--- src/rtl/audio_vol_pkg.sv ---
// rtl/audio_vol_pkg.sv - shared constants, gain table and FSM encoding for audio_vol_ctrl
//
// Purpose: widths, the volume-index to linear-gain table (~1.5 dB/step,
// index 31 = unity, index 0 = silence) and the button FSM state encoding.
// Ports: none (package).
package audio_vol_pkg;

  localparam int VOL_W  = 5;
  localparam int GAIN_W = 16;

  localparam logic [VOL_W-1:0]  VOL_MAX    = 5'd31;
  localparam logic [GAIN_W-1:0] GAIN_UNITY = 16'h8000;

  // Button sequencer states; plain vector constants keep the encoding explicit.
  typedef logic [1:0] vol_state_t;
  localparam vol_state_t IDLE   = 2'd0;
  localparam vol_state_t HOLD   = 2'd1;
  localparam vol_state_t REPEAT = 2'd2;
  localparam vol_state_t BOTH   = 2'd3;

  // round(32768 * 10^(-1.5*(31-i)/20)); entry 0 forced to 0 for true silence.
  localparam logic [GAIN_W-1:0] GAIN_LUT [0:31] = '{
    16'd0,     16'd184,   16'd219,   16'd260,
    16'd309,   16'd368,   16'd437,   16'd519,
    16'd617,   16'd734,   16'd872,   16'd1036,
    16'd1232,  16'd1464,  16'd1740,  16'd2068,
    16'd2457,  16'd2921,  16'd3471,  16'd4125,
    16'd4903,  16'd5827,  16'd6926,  16'd8231,
    16'd9783,  16'd11627, 16'd13818, 16'd16423,
    16'd19519, 16'd23198, 16'd27571, GAIN_UNITY
  };

endpackage

--- src/rtl/vol_gain_ramp.sv ---
// rtl/vol_gain_ramp.sv - slew limiter that walks the gain word toward its target
//
// Purpose: a free-running divider produces one tick every RAMP_CYCLES clocks;
// on each tick the gain moves at most RAMP_DELTA toward the target, landing
// exactly on it once the remaining distance fits in one step.
// Ports:
//   clk      in   system clock
//   rst_n    in   asynchronous active-low reset
//   target   in   16-bit gain the output should settle to
//   gain     out  16-bit slewed gain word
//   ramping  out  high while gain != target
module vol_gain_ramp
  import audio_vol_pkg::*;
#(
  parameter int                RAMP_CYCLES = 4000,
  parameter int                RAMP_DELTA  = 512,
  parameter logic [GAIN_W-1:0] GAIN_RST    = GAIN_UNITY
) (
  input  logic              clk,
  input  logic              rst_n,
  input  logic [GAIN_W-1:0] target,
  output logic [GAIN_W-1:0] gain,
  output logic              ramping
);

  localparam int DIV_W = (RAMP_CYCLES > 1) ? $clog2(RAMP_CYCLES) : 1;
  localparam logic [DIV_W-1:0]  DIV_LAST = DIV_W'(RAMP_CYCLES - 1);
  localparam logic [GAIN_W:0]   STEP_17  = (GAIN_W+1)'(RAMP_DELTA);
  localparam logic [GAIN_W-1:0] STEP_16  = GAIN_W'(RAMP_DELTA);

  logic [DIV_W-1:0]         div;
  logic                     tick;
  logic signed [GAIN_W:0]   diff;
  logic [GAIN_W:0]          mag;

  assign tick    = (div == DIV_LAST);
  // 17-bit signed difference so the full 0..0xFFFF range never wraps.
  assign diff    = $signed({1'b0, target}) - $signed({1'b0, gain});
  assign mag     = diff[GAIN_W] ? $unsigned(-diff) : $unsigned(diff);
  assign ramping = (gain != target);

  always_ff @(posedge clk or negedge rst_n) begin
    if (!rst_n) begin
      div  <= '0;
      gain <= GAIN_RST;
    end else begin
      div <= tick ? '0 : div + 1'b1;
      if (tick) begin
        if (mag <= STEP_17) begin
          gain <= target;
        end else if (diff[GAIN_W]) begin
          gain <= gain - STEP_16;
        end else begin
          gain <= gain + STEP_16;
        end
      end
    end
  end

endmodule

--- src/rtl/audio_vol_ctrl.sv ---
// rtl/audio_vol_ctrl.sv - button/CPU volume and mute controller producing a linear gain word
//
// Purpose: sequences vol-/vol+ presses (step, hold auto-repeat, both-button
// mute toggle), accepts CPU volume writes, and drives the output scaler gain.
// Build option: AUDIO_VOL_SOFT_RAMP_EN defined -> gain slews via vol_gain_ramp;
// undefined -> gain is the target registered once, o_ramping tied low.
// Ports:
//   i_clk          in   system clock
//   reset_n        in   asynchronous active-low reset
//   i_btn_dn       in   debounced vol- button, 0 = pressed
//   i_btn_up       in   debounced vol+ button, 0 = pressed
//   i_cpu_we       in   single-cycle CPU volume write strobe
//   i_cpu_vol      in   CPU volume index
//   i_cpu_mute     in   CPU mute level, ORed with button mute
//   o_vol          out  current volume index
//   o_mute         out  effective mute
//   o_gain         out  linear gain, 0x8000 = unity
//   o_ramping      out  high while o_gain differs from its target
//   o_vol_changed  out  one-cycle pulse on a volume or button-mute change
module audio_vol_ctrl
  import audio_vol_pkg::*;
#(
  parameter int HOLD_CYCLES   = 20000000,
  parameter int REPEAT_CYCLES = 4000000,
  parameter int RAMP_CYCLES   = 4000,
  parameter int RAMP_DELTA    = 512,
  parameter int VOL_DEFAULT   = 24
) (
  input  logic              i_clk,
  input  logic              reset_n,
  input  logic              i_btn_dn,
  input  logic              i_btn_up,
  input  logic              i_cpu_we,
  input  logic [VOL_W-1:0]  i_cpu_vol,
  input  logic              i_cpu_mute,
  output logic [VOL_W-1:0]  o_vol,
  output logic              o_mute,
  output logic [GAIN_W-1:0] o_gain,
  output logic              o_ramping,
  output logic              o_vol_changed
);

  localparam int CNT_MAX = (HOLD_CYCLES > REPEAT_CYCLES) ? HOLD_CYCLES : REPEAT_CYCLES;
  localparam int CNT_W   = $clog2(CNT_MAX + 1);
  localparam logic [CNT_W-1:0]  HOLD_LAST   = CNT_W'(HOLD_CYCLES - 1);
  localparam logic [CNT_W-1:0]  REPEAT_LAST = CNT_W'(REPEAT_CYCLES - 1);
  localparam logic [VOL_W-1:0]  VOL_RST     = VOL_W'(VOL_DEFAULT);
  localparam logic [GAIN_W-1:0] GAIN_RST    = GAIN_LUT[VOL_DEFAULT];

  // Button sample (s) and its previous value (d); a press is a 1->0 edge.
  logic dn_s, dn_d, up_s, up_d;
  logic press_dn, press_up, any_press;
  logic dn_held, up_held, both_held, dir_held;

  vol_state_t        state, state_nxt;
  logic [CNT_W-1:0]  cnt, cnt_nxt;
  logic              dir_up, dir_up_nxt;
  logic              step_req, step_up, mute_tgl;
  logic              btn_mute;
  logic [VOL_W-1:0]  vol_nxt;
  logic [GAIN_W-1:0] target;

  assign press_dn  = dn_d & ~dn_s;
  assign press_up  = up_d & ~up_s;
  assign any_press = press_dn | press_up;
  assign dn_held   = ~dn_s;
  assign up_held   = ~up_s;
  assign both_held = dn_held & up_held;
  assign dir_held  = dir_up ? up_held : dn_held;
  // From IDLE the direction comes from the edge itself; afterwards from the latch.
  assign step_up   = (state == IDLE) ? press_up : dir_up;

  always_comb begin
    state_nxt  = state;
    cnt_nxt    = cnt;
    dir_up_nxt = dir_up;
    step_req   = 1'b0;
    mute_tgl   = 1'b0;
    case (state)
      IDLE: begin
        if (any_press) begin
          if (both_held) begin
            mute_tgl  = 1'b1;
            state_nxt = BOTH;
          end else begin
            step_req   = 1'b1;
            dir_up_nxt = press_up;
            cnt_nxt    = '0;
            state_nxt  = HOLD;
          end
        end
      end
      HOLD, REPEAT: begin
        if (any_press && both_held) begin
          mute_tgl  = 1'b1;
          state_nxt = BOTH;
        end else if (!dir_held) begin
          cnt_nxt   = '0;
          state_nxt = IDLE;
        end else if (cnt == ((state == HOLD) ? HOLD_LAST : REPEAT_LAST)) begin
          step_req  = 1'b1;
          cnt_nxt   = '0;
          state_nxt = REPEAT;
        end else begin
          cnt_nxt = cnt + 1'b1;
        end
      end
      BOTH: begin
        if (!dn_held && !up_held) begin
          state_nxt = IDLE;
        end
      end
      default: state_nxt = IDLE;
    endcase
  end

  // CPU write wins over a same-cycle button step; steps saturate at 0/31.
  always_comb begin
    vol_nxt = o_vol;
    if (i_cpu_we) begin
      vol_nxt = i_cpu_vol;
    end else if (step_req) begin
      if (step_up) begin
        if (o_vol != VOL_MAX) vol_nxt = o_vol + VOL_W'(1);
      end else begin
        if (o_vol != '0) vol_nxt = o_vol - VOL_W'(1);
      end
    end
  end

  always_ff @(posedge i_clk or negedge reset_n) begin
    if (!reset_n) begin
      dn_s          <= 1'b1;
      dn_d          <= 1'b1;
      up_s          <= 1'b1;
      up_d          <= 1'b1;
      state         <= IDLE;
      cnt           <= '0;
      dir_up        <= 1'b0;
      btn_mute      <= 1'b0;
      o_vol         <= VOL_RST;
      o_vol_changed <= 1'b0;
    end else begin
      dn_s          <= i_btn_dn;
      dn_d          <= dn_s;
      up_s          <= i_btn_up;
      up_d          <= up_s;
      state         <= state_nxt;
      cnt           <= cnt_nxt;
      dir_up        <= dir_up_nxt;
      btn_mute      <= btn_mute ^ mute_tgl;
      o_vol         <= vol_nxt;
      o_vol_changed <= (vol_nxt != o_vol) | mute_tgl;
    end
  end

  assign o_mute = btn_mute | i_cpu_mute;
  assign target = o_mute ? '0 : GAIN_LUT[o_vol];

`ifdef AUDIO_VOL_SOFT_RAMP_EN
  vol_gain_ramp #(
    .RAMP_CYCLES (RAMP_CYCLES),
    .RAMP_DELTA  (RAMP_DELTA),
    .GAIN_RST    (GAIN_RST)
  ) u_ramp (
    .clk     (i_clk),
    .rst_n   (reset_n),
    .target  (target),
    .gain    (o_gain),
    .ramping (o_ramping)
  );
`else
  always_ff @(posedge i_clk or negedge reset_n) begin
    if (!reset_n) begin
      o_gain <= GAIN_RST;
    end else begin
      o_gain <= target;
    end
  end
  assign o_ramping = 1'b0;
`endif

endmodule
--- config.mk ---
export PLATFORM = sky130hd
export DESIGN_NAME = audio_vol_ctrl
export DESIGN_NICKNAME = d
export VERILOG_FILES = /design/src/rtl/audio_vol_pkg.sv /design/src/rtl/vol_gain_ramp.sv /design/src/rtl/audio_vol_ctrl.sv
export SDC_FILE = /design/constraint.sdc
export NUM_CORES = 1
export LEC_CHECK = 0
export ABC_AREA = 1
export BUFFER_PORTS_ARGS = -buffer_cell sky130_fd_sc_hd__buf_2
export CELL_PAD_IN_SITES_DETAIL_PLACEMENT = 0
export CELL_PAD_IN_SITES_GLOBAL_PLACEMENT = 1
export CORE_ASPECT_RATIO = 1.4
export CORE_MARGIN = 5
export CORE_UTILIZATION = 26
export DETAILED_ROUTE_END_ITERATION = 6
export PLACE_DENSITY_LB_ADDON = 0.15
export SYNTH_ARGS = -nofsm -noshare
export SYNTH_HDL_FRONTEND = slang
export SYNTH_SLANG_ARGS = --single-unit
--- constraint.sdc ---
create_clock -name i_clk -period 4.2 [get_ports i_clk]
set_clock_uncertainty 0.15 [all_clocks]
set_input_delay 0.42 -clock i_clk [delete_from_list [all_inputs] [get_ports i_clk]]
set_output_delay 0.42 -clock i_clk [all_outputs]
set_load 0.05 [all_outputs]
======== After elaboration in Yosys (flattened, before gate mapping) ========
Memory sizes are Yosys's and may differ from the RTL's.
Cells that the tools add are included.
word-level totals
  bits in registers ....................... 55
  memory bits (read-only) ................. 512
  input bits .............................. 11
  output and inout bits ................... 24
  word-level logic and storage cells ...... 81
  memories ................................ 1
cells by class
  add/subtract/negate cells ............... 3
  $lt $le $gt $ge ......................... 1
  eq/ne operators ......................... 11
  muxes and demuxes ....................... 34
  bitwise gates (word level) .............. 11
  reductions and logical operators ........ 9
memories
  memory           words  width  rd ports  clocked after memory_dff  wr ports  RTL line               source
  (no name shown)  32     16     1         0                         0         audio_vol_ctrl.sv:158  assign target = o_mute ? '0 : GAIN_LUT[o_vol];
operators with widths
  kind                                                                 number
  25-bit 2-to-1 mux                                                    6
  25-bit case mux with 2 select lines                                  1
  16-bit 2-to-1 mux                                                    3
  25-bit by 1-bit adder with 25-bit output (second input constant)     1
  25-bit == test                                                       1
  5-bit 2-to-1 mux                                                     5
  2-bit 2-to-1 mux                                                     6
  1-bit 2-to-1 mux                                                     10
  2-bit != test (second input constant)                                4
  6-bit greater-or-equal comparator (second input constant)            1
  5-bit inverter with 6-bit output                                     1
  2-bit case mux with 3 select lines                                   1
  3-bit AND reduction                                                  2
  5-bit by 1-bit adder with 5-bit output (second input constant)       1
  5-bit != test                                                        1
  5-bit != test (second input constant)                                1
  5-bit nonzero test                                                   1
  5-bit by 1-bit subtractor with 5-bit output (second input constant)  1
  2-bit == test (second input constant)                                2
  4-bit != test (second input constant)                                1
  1-bit case mux with 2 select lines                                   2
  4-bit AND reduction                                                  1
  1-bit AND                                                            3
  1-bit inverter                                                       3
  7 further kinds                                                      10

======== Logic depth before layout (Yosys ltp) ========
  depth in word-level cells ............... 11
  gate-level depth with buffers ........... 18
  mapped depth without buffers ............ 18

======== Worst setup path after synthesis ========
No wires, ideal clock.
  path type ............................... register to register
  start point ............................. reg o_vol[1]
  end point ............................... reg o_vol_changed
  library setup time ...................... 0.125 ns
  arrival time ............................ 2.109 ns
  required time ........................... 3.925 ns
  slack ................................... 1.816 ns
  stages on the path, launching flop included .. 16
  period minus slack after synthesis ...... 2.384 ns
  cells stage by stage .................... dfrtp_1 clkbuf_2 inv_1 ha_1 nand3_2 inv_1 o21ai_1 o21ai_1 inv_1 nand3_1 nand3_1 nand2_1 nand2_1 nand2_1 nor2_1 nand3_1
on the way
  word-level cells in the longest chain between the ends .. 7
ends and longest elaborated chain
  item                                                                 RTL line                                      source
  start: declaration                                                   audio_vol_ctrl.sv:36                          output logic [VOL_W-1:0] o_vol,
  start signal: assignment                                             audio_vol_ctrl.sv:152                         o_vol <= vol_nxt;
  5-bit by 1-bit subtractor with 5-bit output (tied with other cells)  audio_vol_ctrl.sv:126                         if (o_vol != '0) vol_nxt = o_vol - VOL_W'(1);
  5-bit 2-to-1 mux, on equally long branches                           audio_vol_ctrl.sv:126, audio_vol_ctrl.sv:124
  5-bit 2-to-1 mux                                                     audio_vol_ctrl.sv:123                         if (step_up) begin
  5-bit 2-to-1 mux                                                     audio_vol_ctrl.sv:122                         end else if (step_req) begin
  5-bit 2-to-1 mux                                                     audio_vol_ctrl.sv:120                         if (i_cpu_we) begin
  5-bit != test *                                                      audio_vol_ctrl.sv:153                         o_vol_changed <= (vol_nxt != o_vol) | mute_tgl;
  1-bit bitwise OR *                                                   audio_vol_ctrl.sv:153
  end signal: assignment                                               audio_vol_ctrl.sv:153
  end: declaration                                                     audio_vol_ctrl.sv:40                          output logic o_vol_changed
Mark *: on every way between the ends. The rest lies on a longest branch, timed or not.
A chain may end at the register's enable or synchronous reset.

======== Worst setup path in the final report ========
  start point ............................. reg o_vol[2]
  end point ............................... reg o_vol_changed
Same word-level chain as after synthesis.

==> flow_summary.json <==
{
  "initialDrtViolationCount": 193,
  "grt_pass1_wl_um": 17240,
  "drc": 0,
  "portBuffers": 33,
  "whs_ns": 0.05685,
  "antenna_found_initial": 0,
  "power_density_nw_per_um2": 566.2,
  "gr-total-overflow": 0,
  "netlist_instances": 483,
  "synth_area_um2": 3623,
  "ys_types": 50,
  "setup_viol": 0,
  "cpMostUsedCell": "nand2_1",
  "endpoint_kind": "flop",
  "vias": 3223,
  "critPathTopFamily": "simple AND/OR/NAND/NOR gates",
  "fp-row-count": 51,
  "fp.dieH_um": 149.7,
  "yosys_warnings": 0,
  "fmax_mhz": 361.1,
  "final_cell_area_um2": 4115,
  "avgSynthCellArea_um2": 7.502,
  "initial_utilization_pct": 26.29,
  "hold_viol": 0,
  "antenna_cells": 0,
  "syn-num-nets": 507,
  "die_width_um": 109.8,
  "rsz0062_at_grt": "no",
  "clockRootBuffer": "clkbuf_16",
  "gp_congestion": 0.8271,
  "gr-usage-all-layers_pct": 13.44,
  "cp_slowest_cell": "dfrtp_1",
  "power.leakage_nw": 1.908,
  "period_minus_slack_ns": 2.769,
  "cp_num_buf_inv": 2,
  "slew_headroom_pct": 50.71,
  "wl_per_cell_um": 14.82,
  "arrival_ns": 2.81,
  "grt_start_max_net_pins": 30,
  "crit_chain": "inv_1, nand2_1, o21ai_1, nand3_1, nand2_1, nand2_1, inv_1, nand3_1, nand3_1, nand2_1, nand2_1, nand2_1, nor2_1, nand3_1",
  "slew_violations": 0,
  "synth_ff_type": "dfrtp_1",
  "place_area_um2": 3960,
  "run_status": "finished, final reports clean",
  "final_cell_mix": "nand2_1, nor2_1, inv_1, dfrtp_1, nand3_1",
  "path_depth": 14,
  "synth.area.top_cells": "dfrtp_1, dfstp_2, nand2_1",
  "area_delta_synth_final_pct": 13.57,
  "vias_per_cell": 4.617,
  "ant_nets": 0,
  "ff2ff_path_depth": 14,
  "cp.required_ns": 4.24,
  "async_flop_share_pct": 100.0,
  "final_nets": 536,
  "cts.sink_count": 55,
  "io_pins": 35,
  "ys_ff_latch": 55,
  "final_util_pct": 29.86,
  "synth_edf_count": 0,
  "die_area_um2": 16430,
  "yosysSeqAreaShare_pct": 38.47,
  "cap_violations": 0,
  "startpoint_type": "flop",
  "worst_slew_pin_slew_ns": 0.7393,
  "postCtsSetupBuffers": 0,
  "hpwl_um": 7982,
  "cts_tree": "done",
  "setup-tns-final_ns": 0,
  "clk_transition_reported_paths_ns": 0.08,
  "routed_wl_um": 10340,
  "hold_depth": 1,
  "cts_max_path_buffers": 2,
  "finalCritPeriodShare_pct": 65.93,
  "hp-class": "in -> reg",
  "grt_pass1_vias": 3349,
  "core_um2": 13780,
  "path_max_fanout": 20,
  "firstDrtPassIters": 4,
  "synth_area_leader_cell": "dfrtp_1",
  "htreeDepth": 2,
  "layout_commonest_cell": "nand2_1",
  "synth_top_cell_area_share_pct": 28.31,
  "insertion_delay_ns": 0.30,
  "peakVddDrop_mv": 0.2080,
  "cts_buffers": 5,
  "final_layout_size_suffix_gt1_share_pct": 19.49,
  "worst-setup-path-type": "reg -> reg",
  "critPathMaxStageDelay_ns": 0.66
}
## worst paths after layout
path	from	slack, ns	endpoint
max reg2reg	o_vol[2]	1.43	o_vol_changed
min reg2reg	dn_s	0.25	dn_d
min	i_btn_dn	0.06	dn_s
max	o_vol[2]	1.43	o_vol_changed
min in group asynchronous	reset_n	0.54	o_gain[12]
max in group asynchronous	reset_n	2.48	o_gain[2]
## repair_timing
| action | 4_1_cts | 5_1_grt |
|---|---|---|
| endpoints found under the hold margin | 6 | 0 |
| endpoints found under the setup margin | 0 | 0 |
| resized for setup | 0 | 0 |
| hold buffers | 1 | 0 |
## logic make-up after synthesis
kind of cell	count (synthesis)	synth area share, %
AOI/OAI and AO/OA	81	12.43
xor gates and xnor gates	12	2.901
adders and majority gates	13	4.489
buffers and inverters	72	7.976
DFF	55	38.47
other	1	0.1035
and+or+nand+nor	249	33.63
## final cells by class
class,count,area (um^2)
fill,1558,9668
multi-input combinational,356,1941
sequential,55,1394
tap,185,231.5
inverter,59,221.5
timing repair buffer,35,182.7
clock buffer,6,128.9
clock inverter,2,16.27
## routing by layer
| metal | global-route usage (%) | part of all wire [%] |
|---|---|---|
| met1 | 16.43 | 45 |
| met2 | 23.81 | 50 |
| met5 | 0 | 0 |
| met4 | 4.616 | 2.6 |
| met3 | 1.899 | 2.8 |
## sequential cells by signal, summed over array words and instances, names as in the netlist, 2 cells and up
signal	cells
o_gain	16
cnt	25
o_vol	5
state	2
## metrics by stage
stage,cells,worst slack [ns],total power (W)
finish,698,1.431,0.002330
global route,698,1.196,0.002517
CTS,698,1.431,0.002374
detailed placement,689,1.449,0.001927
global placement,689,1.400,0.001943
floorplan,483,1.816,0.001606
## where the power goes
group	internal (W)	leakage, nW	total (W)	switching (W)
Clock	0.000224	0.0675	0.000431	0.000207
Sequential	0.000636	0.693	0.000725	0.0000883
Combinational	0.000306	1.15	0.00117	0.000869
## Yosys cell counts (2+ instances only)
cell / count
nand2_2: 7
o21ai_0: 24
nor2_2: 6
nor2_4: 3
a31oi_1: 2
dfstp_2: 14
nor3_2: 2
nand3_2: 3
nor2_1: 59
a22o_1: 2
ha_1: 13
or2_2: 7
xor2_1: 9
a21oi_1: 34
xnor2_1: 3
inv_2: 7
dfrtp_1: 41
buf_4: 2
buf_2: 2
a211oi_1: 3
nand2_1: 94
inv_1: 50
clkinv_1: 2
nor3_1: 8
nand4_1: 7
clkbuf_1: 6
nand2_4: 3
o21ai_2: 2
nand3b_1: 2
o22ai_1: 3
nand3_1: 38
o21ai_1: 6
nor4_1: 2
Note: power is estimated with default switching activity, not from simulation.
